<file path="src/rtl/crc_serial_engine.sv">
// rtl/crc_serial_engine.sv - bit-serial CRC accumulator with parallel result and MSB-first serial CRC output
module crc_serial_engine #(
    parameter int               WIDTH    = 8,
    parameter logic [WIDTH-1:0] POLY     = 8'h07,
    parameter logic [WIDTH-1:0] INIT     = 8'h00,
    parameter int               MAX_BITS = 256,
    localparam int              CW       = $clog2(MAX_BITS + 1)
) (
    input  logic             clk,
    input  logic             rst_n,
    input  logic             start,
    input  logic             bit_valid,
    input  logic             bit_in,
    input  logic             bit_last,
    output logic             ready,
    output logic [WIDTH-1:0] crc,
    output logic             crc_valid,
    output logic             ser_out,
    output logic             ser_valid,
    output logic [CW-1:0]    bit_count,
    output logic             ovf
);

    localparam int SW = (WIDTH > 1) ? $clog2(WIDTH) : 1;

    localparam logic [1:0] ST_IDLE  = 2'd0;
    localparam logic [1:0] ST_ACCUM = 2'd1;
    localparam logic [1:0] ST_SHIFT = 2'd2;

    logic [1:0]       state_q, state_d;
    logic [WIDTH-1:0] crc_q, crc_d;
    logic [CW-1:0]    bit_count_q, bit_count_d;
    logic             ovf_q, ovf_d;
    logic             crc_valid_q, crc_valid_d;
    logic             ser_out_q, ser_out_d;
    logic             ser_valid_q, ser_valid_d;
    logic [WIDTH-1:0] shreg_q, shreg_d;
    logic [SW-1:0]    shcnt_q, shcnt_d;

    logic             frame_open;
    logic             in_frame;
    logic [WIDTH-1:0] base_crc;
    logic [CW-1:0]    base_count;
    logic             base_ovf;
    logic             feedback;
    logic [WIDTH-1:0] stepped_crc;
    logic             frame_full;

    // A start outside SHIFT re-seeds the frame; a same-cycle bit is then processed against INIT.
    assign frame_open  = start && (state_q != ST_SHIFT);
    assign in_frame    = frame_open || (state_q == ST_ACCUM);
    assign base_crc    = frame_open ? INIT : crc_q;
    assign base_count  = frame_open ? '0 : bit_count_q;
    assign base_ovf    = frame_open ? 1'b0 : ovf_q;
    assign feedback    = base_crc[WIDTH-1] ^ bit_in;
    assign stepped_crc = {base_crc[WIDTH-2:0], 1'b0} ^ (feedback ? POLY : '0);
    assign frame_full  = (base_count == CW'(MAX_BITS));

    always_comb begin
        state_d     = state_q;
        crc_d       = crc_q;
        bit_count_d = bit_count_q;
        ovf_d       = ovf_q;
        crc_valid_d = 1'b0;
        ser_out_d   = 1'b0;
        ser_valid_d = 1'b0;
        shreg_d     = shreg_q;
        shcnt_d     = shcnt_q;

        if (state_q == ST_SHIFT) begin
            if (shcnt_q == SW'(WIDTH - 1)) begin
                state_d = ST_IDLE;
            end else begin
                ser_valid_d = 1'b1;
                ser_out_d   = shreg_q[WIDTH-1];
                shreg_d     = {shreg_q[WIDTH-2:0], 1'b0};
                shcnt_d     = shcnt_q + SW'(1);
            end
        end else if (in_frame) begin
            state_d     = ST_ACCUM;
            crc_d       = base_crc;
            bit_count_d = base_count;
            ovf_d       = base_ovf;
            if (bit_valid) begin
                if (frame_full) begin
                    ovf_d = 1'b1;
                end else begin
                    crc_d       = stepped_crc;
                    bit_count_d = base_count + CW'(1);
                end
                // The serializer gets its own copy so crc stays frozen while shifting.
                if (bit_last) begin
                    state_d     = ST_SHIFT;
                    crc_valid_d = 1'b1;
                    ser_valid_d = 1'b1;
                    ser_out_d   = crc_d[WIDTH-1];
                    shreg_d     = {crc_d[WIDTH-2:0], 1'b0};
                    shcnt_d     = '0;
                end
            end
        end
    end

    always_ff @(posedge clk or negedge rst_n) begin
        if (!rst_n) begin
            state_q     <= ST_IDLE;
            crc_q       <= INIT;
            bit_count_q <= '0;
            ovf_q       <= 1'b0;
            crc_valid_q <= 1'b0;
            ser_out_q   <= 1'b0;
            ser_valid_q <= 1'b0;
            shreg_q     <= '0;
            shcnt_q     <= '0;
        end else begin
            state_q     <= state_d;
            crc_q       <= crc_d;
            bit_count_q <= bit_count_d;
            ovf_q       <= ovf_d;
            crc_valid_q <= crc_valid_d;
            ser_out_q   <= ser_out_d;
            ser_valid_q <= ser_valid_d;
            shreg_q     <= shreg_d;
            shcnt_q     <= shcnt_d;
        end
    end

    assign ready     = (state_q != ST_SHIFT);
    assign crc       = crc_q;
    assign crc_valid = crc_valid_q;
    assign ser_out   = ser_out_q;
    assign ser_valid = ser_valid_q;
    assign bit_count = bit_count_q;
    assign ovf       = ovf_q;

endmodule

</file>
<file path="config.mk">
export PLATFORM = sky130hd
export DESIGN_NAME = crc_serial_engine
export DESIGN_NICKNAME = d
export VERILOG_FILES = /design/src/rtl/crc_serial_engine.sv
export SDC_FILE = /design/constraint.sdc
export NUM_CORES = 1
export LEC_CHECK = 0
export CAP_MARGIN = 20
export CORE_AREA = 2 2 62 64
export DETAILED_ROUTE_END_ITERATION = 7
export DIE_AREA = 0 0 64 66
export HOLD_SLACK_MARGIN = 0.15
export PLACE_DENSITY = 0.8
export SLEW_MARGIN = 20
export SYNTH_ARGS = -nofsm -noshare
export SYNTH_HDL_FRONTEND = slang
export SYNTH_SLANG_ARGS = --single-unit
</file>
<file path="constraint.sdc">
create_clock -name clk -period 4.1 [get_ports clk]
set_input_delay 0.82 -clock clk [delete_from_list [all_inputs] [get_ports clk]]
set_output_delay 0.82 -clock clk [all_outputs]
set_load 0.005 [all_outputs]
</file>
## Word-level counts from Yosys, hierarchy flattened

Cells that the tools add are included.

- Add/subtract/negate cells: 2
- Multipliers: 0
- Div/mod/pow operators: 0
- Magnitude comparators: 0
- Equality and inequality tests: 7
- Shift-type cells: 0
- Mux-type cells: 36
- Bitwise operators: 3
- Reduce and logical (&&, ||, !) cells: 8

Operators with widths:

| cell | count |
|---|---|
| two-way mux 8 bit | 8 |
| two-way mux 9 bit | 3 |
| two-way mux 3 bit | 6 |
| two-way mux 1 bit | 14 |
| two-way mux 2 bit | 5 |
| adder 9 x 1 -> 9 bit, second input constant | 1 |
| equality test 9 bit, second input constant | 1 |
| XOR 8 x 3 -> 8 bit | 1 |
| nonzero test 2 bit | 3 |
| != test 2 bit, second input constant | 2 |
| AND reduction 2 bit | 2 |
| AND reduction 4 bit | 1 |
| adder 3 x 1 -> 3 bit, second input constant | 1 |
| equality test 3 bit, second input constant | 1 |
| equality test 2 x 1 -> 1 bit, second input constant | 1 |
| equality test 2 bit, second input constant | 1 |
| != test 2 x 1 -> 1 bit, second input constant | 1 |
| logical AND 1 bit | 1 |
| logical OR 1 bit | 1 |
| inverter 1 bit | 1 |
| XOR 1 bit | 1 |

- Register bits: 34
- Bits in latches: 0
- RAM bits: 0
- ROM bits: 0
- Bits of input ports: 6
- Output and inout bits: 22
- Word-level logic and storage cells: 65
- Memories: 0

## Longest topological paths before layout

Gate-level depths: netlist (run 1).

- Word-level depth: 11
- Gate-level depth with buffers: 11
- Gate-level depth less buffers: 10

## Worst setup path after synthesis (run 1)

OpenSTA, ideal clock, no wires.

- Path kind: input -> register
- Start point: input start
- End point: register ser_out_q (netlist: ser_out)
- Arrival: 2.843 ns
- Setup slack: 1.136 ns
- Cell stages on the path: 9
- Path buffers: 2
- Path through: clkbuf_1 nand2_1 nand2_1 ha_1 or4b_4 buf_6 nor2_8 mux2_2 a32o_1

- Longest elaborated chain between the ends: 8
- Elaborated cells between the ends (all ways): 11

Ends and longest elaborated chain:

| item | RTL line | text |
|---|---|---|
| from (decl) | 11 | `input logic start,` |
| logical AND 1 bit * | 50 | `assign frame_open = start && (state_q != ST_SHIFT);` |
| two-way mux 9 bit / two-way mux 8 bit (equally long branches) | 53, 52 |  |
| equality test 9 bit / XOR 8 x 3 -> 8 bit (equally long branches) | 57, 56 |  |
| two-way mux 8 bit | 85 | `if (frame_full) begin` |
| two-way mux 1 bit | 92 | `if (bit_last) begin` |
| two-way mux 1 bit | 84 | `if (bit_valid) begin` |
| two-way mux 1 bit * | 79 | `end else if (in_frame) begin` |
| two-way mux 1 bit * | 70 | `if (state_q == ST_SHIFT) begin` |
| net ser_out_d | 35 | `logic ser_out_q, ser_out_d;` |
| to (signal assigned) | 121 | `ser_out_q <= ser_out_d;` |
| to (decl) | 35 |  |

The timed path passes the listed nets; every way through them passes the cells marked *.
A chain may end at the register's enable or synchronous reset.

## Worst setup path in the final report (run 1)

- Start point: input start
- End point: register crc_q[6] (netlist: crc[6])

- Longest elaborated chain between the ends: 5
- Elaborated cells between the ends (all ways): 9

Ends and longest elaborated chain:

| item | RTL line | text |
|---|---|---|
| logical AND 1 bit * | 50 |  |
| two-way mux 9 bit / two-way mux 8 bit (equally long branches) | 53, 52 |  |
| equality test 9 bit / XOR 8 x 3 -> 8 bit (equally long branches) | 57, 56 |  |
| two-way mux 8 bit | 85 |  |
| two-way mux 8 bit | 84 |  |
| to (signal assigned) | 117 | `crc_q <= crc_d;` |
| to (decl) | 31 | `logic [WIDTH-1:0] crc_q, crc_d;` |

Every way passes the cells marked *; elsewhere a longest branch is shown, timed or not.

==> results of run 1 <==
[routing by layer]
| metal | GRT usage (%) | vias to the layer above | routed length, µm |
|---|---|---|---|
| met3 | 4.60 | 6 | 198 |
| li1 | - | 810 | - |
| met4 | 7.34 | 0 | 55 |
| met2 | 40.5 | 40 | 2200 |
| met5 | 0 | - | 0 |
| met1 | 32.9 | 852 | 2230 |
[power by group through the flow]
stage                     clock [µW]  combinational [µW]  sequential [µW]
after floorplan                    0                 191              417
after global routing             231                 281              439
after CTS                        217                 255              431
after detailed placement           0                 255              436
final                            214                 254              431
after global placement             0                 249              436
[worst paths after layout]
check | startpoint | endpoint | slack (ns) | depth (start not counted)
hold / removal | shreg_q[1] | shreg_q[1] | 0.50 | 1
setup reg to reg | state_q[1] | crc[6] | 0.93 | 10
hold reg to reg | shreg_q[1] | shreg_q[1] | 0.50 | 1
min in group asynchronous | rst_n | shreg_q[5] | 0.88 | 2
max in group asynchronous | rst_n | crc[6] | 2.90 | 2
setup / recovery | start | crc[6] | 0.84 | 9
[area by class of cell]
cell class                 instances  area share (%)
tap                               48            2.58
clock buffer                       7            2.79
sequential                        33            35.4
clock inverter                     1           0.215
timing repair buffer              31            12.9
multi-input combinational        149            44.5
inverter                          10            1.61
[flip-flops by register name (all words and copies together), names as in the netlist]
register,flops
bit_count,9
crc,8
crc_valid,1
ovf,1
ser_out,1
ser_valid,1
shcnt_q,3
shreg_q,7
state_q,2
[logic make-up after synthesis]
logic type	after synthesis	synth area share, %
AND/OR/NAND/NOR	68	20.7
AO/OA/AOI/OAI	62	21.5
flip-flops	33	41.3
buffers and inverters	22	6.76
XOR/XNOR	9	3.94
multiplexers	5	2.88
adder cells (fa/ha/maj)	5	3.00
[synthesized netlist by cell type, types with 4 or more instances]
cell	instances	share of area, %
ha_1	4	2.5
xor2_1	4	1.8
nor2_1	12	2.3
a31oi_1	5	1.6
xnor2_1	5	2.2
nor3_1	4	1.0
nand3_1	7	1.8
a21oi_1	10	2.5
nand2_1	15	2.8
o21ai_0	15	3.8
and2_1	4	1.3
inv_1	9	1.7
clkbuf_1	5	0.94
dfrtp_1	33	41
a211oi_1	7	2.6
[through the flow]
stage / hold slack [ns] / worst slack (ns) / area (µm²)
2_1_floorplan: 0.458 / 1.14 / 2000
3_3_place_gp: 0.477 / 0.648 / 2260
3_5_place_dp: 0.483 / 0.529 / 2260
4_1_cts: 0.508 / 0.881 / 2330
5_1_grt: 0.530 / 0.590 / 2330
6_report: 0.503 / 0.837 / 2330
==> impl_metrics.py, run 1 <==
metrics = {
    "final_layout": {
        "multi_input_area_um2": 1040,
        "antennaDiodeCount": 0,
        "register_area_um2": 826,
        "layout_common_cells": "dfrtp_1 (33), clkdlybuf4s50_1 (27), nand2_1 (15), o21ai_0 (15), nor2_1 (12)",
        "nets": 240,
        "stdcell_count": 279,
        "drive_gt1_share_pct": 10.8,
        "n_fill_cell": 297,
        "final_common_cell": "dfrtp_1",
        "synthToLayoutAreaGrowth_pct": 16.6,
        "final_util_pct": 65.7,
    },
    "sta": {
        "hold_viol_final": 0,
        "fin_tns_setup_ns": 0,
        "finalMaxSlewViolations": 0,
        "rsz0062_at_grt": "no",
        "setup_violations": 0,
        "skew_ns": 0.0119,
        "fmax_mhz": 306,
        "slew_headroom_pct": 42.7,
        "worstMarginPinSlew_ns": 0.857,
        "period_share_pct": 79.6,
        "final.min_clock_period_ns": 3.26,
    },
    "power": {
        "swShare_pct": 33.1,
        "p_sw_uw": 297,
        "p_seq_share_pct": 48.0,
        "power_density_nw_per_um2": 385,
        "ir_drop_uv": 199,
        "leakage_uw": 0.000975,
        "p_comb_share_pct": 28.2,
        "pwr-share-clk_pct": 23.8,
        "internal_power_uw": 601,
        "total_power_uw": 899,
    },
    "clock_tree": {
        "tritoncts": "built",
        "cts_buffers": 5,
        "ctsHoldBuffers": 0,
        "ctsResizeCount": 0,
        "path_clk_slew_ns": 0.11,
        "clk_latency_ns": 0.34,
        "cts.sinks": 33,
        "clock_path_buffers": 2,
        "htreeDepth": 2,
        "clock-root-buffer": "clkbuf_4",
        "post_cts_buffers": 0,
    },
    "drt": {
        "vias": 1708,
        "drc": 0,
        "vias_per_cell": 6.12,
        "drtAntennaViolNets": 0,
        "drt-initial-drc-count": 141,
        "firstDrtPassIters": 4,
        "routedWlPerCell_um": 16.8,
        "routed_wl_um": 4680,
    },
    "global_route": {
        "grt_pass1_wl_um": 8020,
        "grt-ovfl-total": 0,
        "grt_max_degree": 34,
        "grt_antenna_before_repair": 0,
        "grt.total_usage_pct": 24.6,
        "grt_pass1_vias": 1654,
    },
    "placement": {
        "placed_cells": 271,
        "gp_congestion": 0.935,
        "numPortBuffers": 27,
        "dp_hpwl_um": 3280,
    },
    "synth": {
        "yosysSeqAreaShare_pct": 41.3,
        "netlist_instances": 204,
        "netlist_area_um2": 2000,
        "ys_types": 52,
        "postSynthAreaPerCell_um2": 9.80,
        "ys_ff_latch": 33,
        "syn_nets": 214,
        "async_flop_share_pct": 100,
        "ys_warn_count": 0,
        "synth_edf_count": 0,
        "yosys_most_used_dff": "dfrtp_1",
    },
    "worst_setup_path": {
        "arrival_ns": 3.53,
        "timing.critical_path.buf_inv": 2,
        "start_kind": "input pin",
        "crit_type": "input pin to register",
        "cp_common_cell": "nand2_1",
        "cp_slowest_stage_delay_ns": 0.58,
        "path_delay_family": "compound AO/OA/AOI/OAI gates",
        "cp-end-kind": "register",
        "cp_slowest_cell": "a211oi_1",
        "critPathMaxFanout": 13,
        "worstPathRequired_ns": 4.36,
        "crit_chain": "clkdlybuf4s50_1, buf_4, nand2_1, nand2_1, ha_1, or4b_4, a211oi_1, o21ai_0, a21oi_1",
    },
    "floorplanning": {
        "die_h_um": 66,
        "pin_count": 28,
        "dieArea_um2": 4220,
        "num_rows": 22,
        "initial_utilization_pct": 56.3,
        "fp.dieW_um": 64,
        "core_um2": 3550,
    },
    "run_status": {
        "status": "finished, final reports clean",
    },
    "flow_run": {
        "drv_cap": 0,
    },
    "worst_hold_path": {
        "hold_path_class": "register to register",
    },
}
Power figures use the tool's default switching activity.
==> inputs of run 2 (changes only) <==
--- a/config.mk
+++ b/config.mk
@@ -6,11 +6,11 @@
 export NUM_CORES = 1
 export LEC_CHECK = 0
 export CAP_MARGIN = 20
-export CORE_AREA = 2 2 62 64
+export CORE_AREA = 2 2 67 69
 export DETAILED_ROUTE_END_ITERATION = 7
-export DIE_AREA = 0 0 64 66
+export DIE_AREA = 0 0 69 71
 export HOLD_SLACK_MARGIN = 0.15
-export PLACE_DENSITY = 0.8
+export PLACE_DENSITY = 0.72
 export SLEW_MARGIN = 20
 export SYNTH_ARGS = -nofsm -noshare
 export SYNTH_HDL_FRONTEND = slang
==> constraint.sdc (replaced) <==
create_clock -name clk -period 3 [get_ports clk]
set_input_delay 0.6 -clock clk [delete_from_list [all_inputs] [get_ports clk]]
set_output_delay 0.6 -clock clk [all_outputs]
set_load 0.005 [all_outputs]
==> run 2 against run 1 <==
Count of clock-buffer cells in the layout did not move. Clock power increased by 110%. Sequential share of layout area down 2.2 points. Critical path depth is 2 higher. Utilization shrank 6.5 points. Sequential power grew 34%. Worst setup slack lost 0.55 ns. Power up 58%. Register-to-register slack lost 0.41 ns. Critical path type unchanged. Largest power group unchanged.
==> impl_metrics.py, run 2 (synthesis results as in run 1) <==
metrics = {
    "run_status": {
        "status": "finished, final reports clean",
    },
    "power": {
        "total_power_uw": 1420,
        "power_density_nw_per_um2": 569,
        "leakage_uw": 0.00106,
        "ir_drop_uv": 373,
    },
    "placement": {
        "dp_hpwl_um": 3550,
        "gp_congestion": 0.899,
        "numPortBuffers": 27,
    },
    "drt": {
        "routedWlPerCell_um": 17.1,
        "vias": 1811,
        "drc": 0,
        "routed_wl_um": 5090,
        "firstDrtPassIters": 5,
        "vias_per_cell": 6.10,
        "drtAntennaViolNets": 0,
        "drt-initial-drc-count": 115,
    },
    "final_layout": {
        "n_fill_cell": 359,
        "multi_input_area_um2": 1040,
        "register_area_um2": 826,
        "nets": 254,
        "drive_gt1_share_pct": 15.5,
        "largest_reg_flops": 9,
        "final_common_cell": "dfrtp_1",
        "layout_common_cells": "dfrtp_1 (33), clkdlybuf4s50_1 (27), buf_4 (18)",
        "antennaDiodeCount": 0,
        "synthToLayoutAreaGrowth_pct": 24.5,
    },
    "worst_setup_path": {
        "cp_slowest_stage_delay_ns": 0.52,
        "crit_chain": "clkdlybuf4s50_1, inv_1, nor2_1, nor2_1, inv_1, ha_1, or4b_4, buf_4, nor3_1, o21ai_0, a221o_1",
        "cp-end-kind": "register",
        "endpoint": "shreg_q[2]",
        "rr_worst_depth": 11,
        "cp_slowest_cell": "or4b_4",
        "crit_type": "input pin to register",
        "critPathMaxFanout": 10,
        "r2r_start": "state_q[1]",
        "worstReg2RegEnd": "bit_count[3]",
        "start_kind": "input pin",
        "r2r_setup_slack_ns": 0.52,
        "startpoint": "start",
        "worstPathRequired_ns": 3.18,
        "arrival_ns": 2.89,
    },
    "sta": {
        "rsz0062_at_grt": "no",
        "worstMarginPinSlew_ns": 0.807,
        "slew_headroom_pct": 46.1,
        "finalMaxSlewViolations": 0,
        "setup_violations": 0,
        "fin_tns_setup_ns": 0,
        "hold_viol_final": 0,
        "skew_ns": 0.00719,
        "fmax_mhz": 368,
        "final.min_clock_period_ns": 2.71,
        "period_share_pct": 90.5,
    },
    "clock_tree": {
        "ctsResizeCount": 0,
        "clock-root-buffer": "clkbuf_8",
        "htreeDepth": 2,
        "post_cts_buffers": 0,
        "clk_latency_ns": 0.29,
        "clock_path_buffers": 2,
        "cts.sinks": 33,
        "path_clk_slew_ns": 0.07,
        "cts_buffers": 5,
        "tritoncts": "built",
        "ctsHoldBuffers": 0,
    },
    "floorplanning": {
        "fp.dieW_um": 69,
        "pin_count": 28,
        "die_h_um": 71,
        "core_um2": 4200,
        "dieArea_um2": 4900,
        "num_rows": 24,
        "initial_utilization_pct": 47.6,
    },
    "worst_hold_path": {
        "hold_path_class": "register to register",
    },
    "global_route": {
        "grt-ovfl-total": 0,
        "grt_pass1_wl_um": 8870,
        "grt_antenna_before_repair": 0,
        "grt.total_usage_pct": 22.6,
        "grt_max_degree": 34,
        "grt_pass1_vias": 1773,
    },
    "flow_run": {
        "drv_cap": 0,
    },
}
[run 2: area by class of cell]
cell class | instances | share of cell area (%)
Timing Repair Buffer | 45 | 16.3
Tap cell | 52 | 2.61
Clock inverter | 1 | 1.21
Inverter | 10 | 1.51
Clock buffer | 7 | 3.47
Sequential cell | 33 | 33.2
Multi-Input combinational cell | 149 | 41.7
[run 2: worst min-delay path by stage]
stage	from	to	depth (start not counted)	slack, ns
global placement	shreg_q[1]	shreg_q[1]	1	0.48
finish	ovf	ovf	2	0.50
CTS	shreg_q[1]	shreg_q[1]	1	0.50
global route	shreg_q[1]	shreg_q[1]	1	0.53
detailed placement	shreg_q[1]	shreg_q[1]	1	0.48
floorplan	rst_n	bit_count[0]	0	0.30
[run 2: layer usage]
layer	up-vias	part of all wire, %	track usage [%]
met5	-	0	0
li1	834	-	-
met3	10	7.5	4.56
met4	0	1.8	8.28
met1	877	44	31.5
met2	90	46	35.3
[run 2: report_power, final]
group	internal, µW	switching [µW]
logic	195	203
registers	520	57.6
clock network	271	170
total	986	431
[run 2: through the flow]
step           std cells  utilization [%]  area [µm²]  hold WS [ns]  setup slack [ns]
6_report             297             59.2        2490         0.500             0.286
2_1_floorplan        204                -        2000         0.304             0.256
3_3_place_gp         289             56.4        2370         0.479            0.0676
5_1_grt              297             59.2        2490         0.533             0.110
3_5_place_dp         289             56.4        2370         0.483            0.0179
4_1_cts              297             59.2        2490         0.499             0.287
[run 2: worst max-delay path: cells and delay by family]
family	cells	cell delay [ns]
AO/OA/AOI/OAI	2	0.42
adder cells (fa/ha/maj)	1	0.15
buffers and inverters	4	0.84
AND/OR/NAND/NOR	4	0.88
==> inputs of run 3 (changes only) <==
--- a/config.mk
+++ b/config.mk
@@ -5,7 +5,7 @@
 export SDC_FILE = /design/constraint.sdc
 export NUM_CORES = 1
 export LEC_CHECK = 0
-export CAP_MARGIN = 20
+export CAP_MARGIN = 25
 export CORE_AREA = 2 2 67 69
 export DETAILED_ROUTE_END_ITERATION = 7
 export DIE_AREA = 0 0 69 71
==> results of run 3 <==
Same layout as run 2: the final DEF is identical, and so are final timing and power.
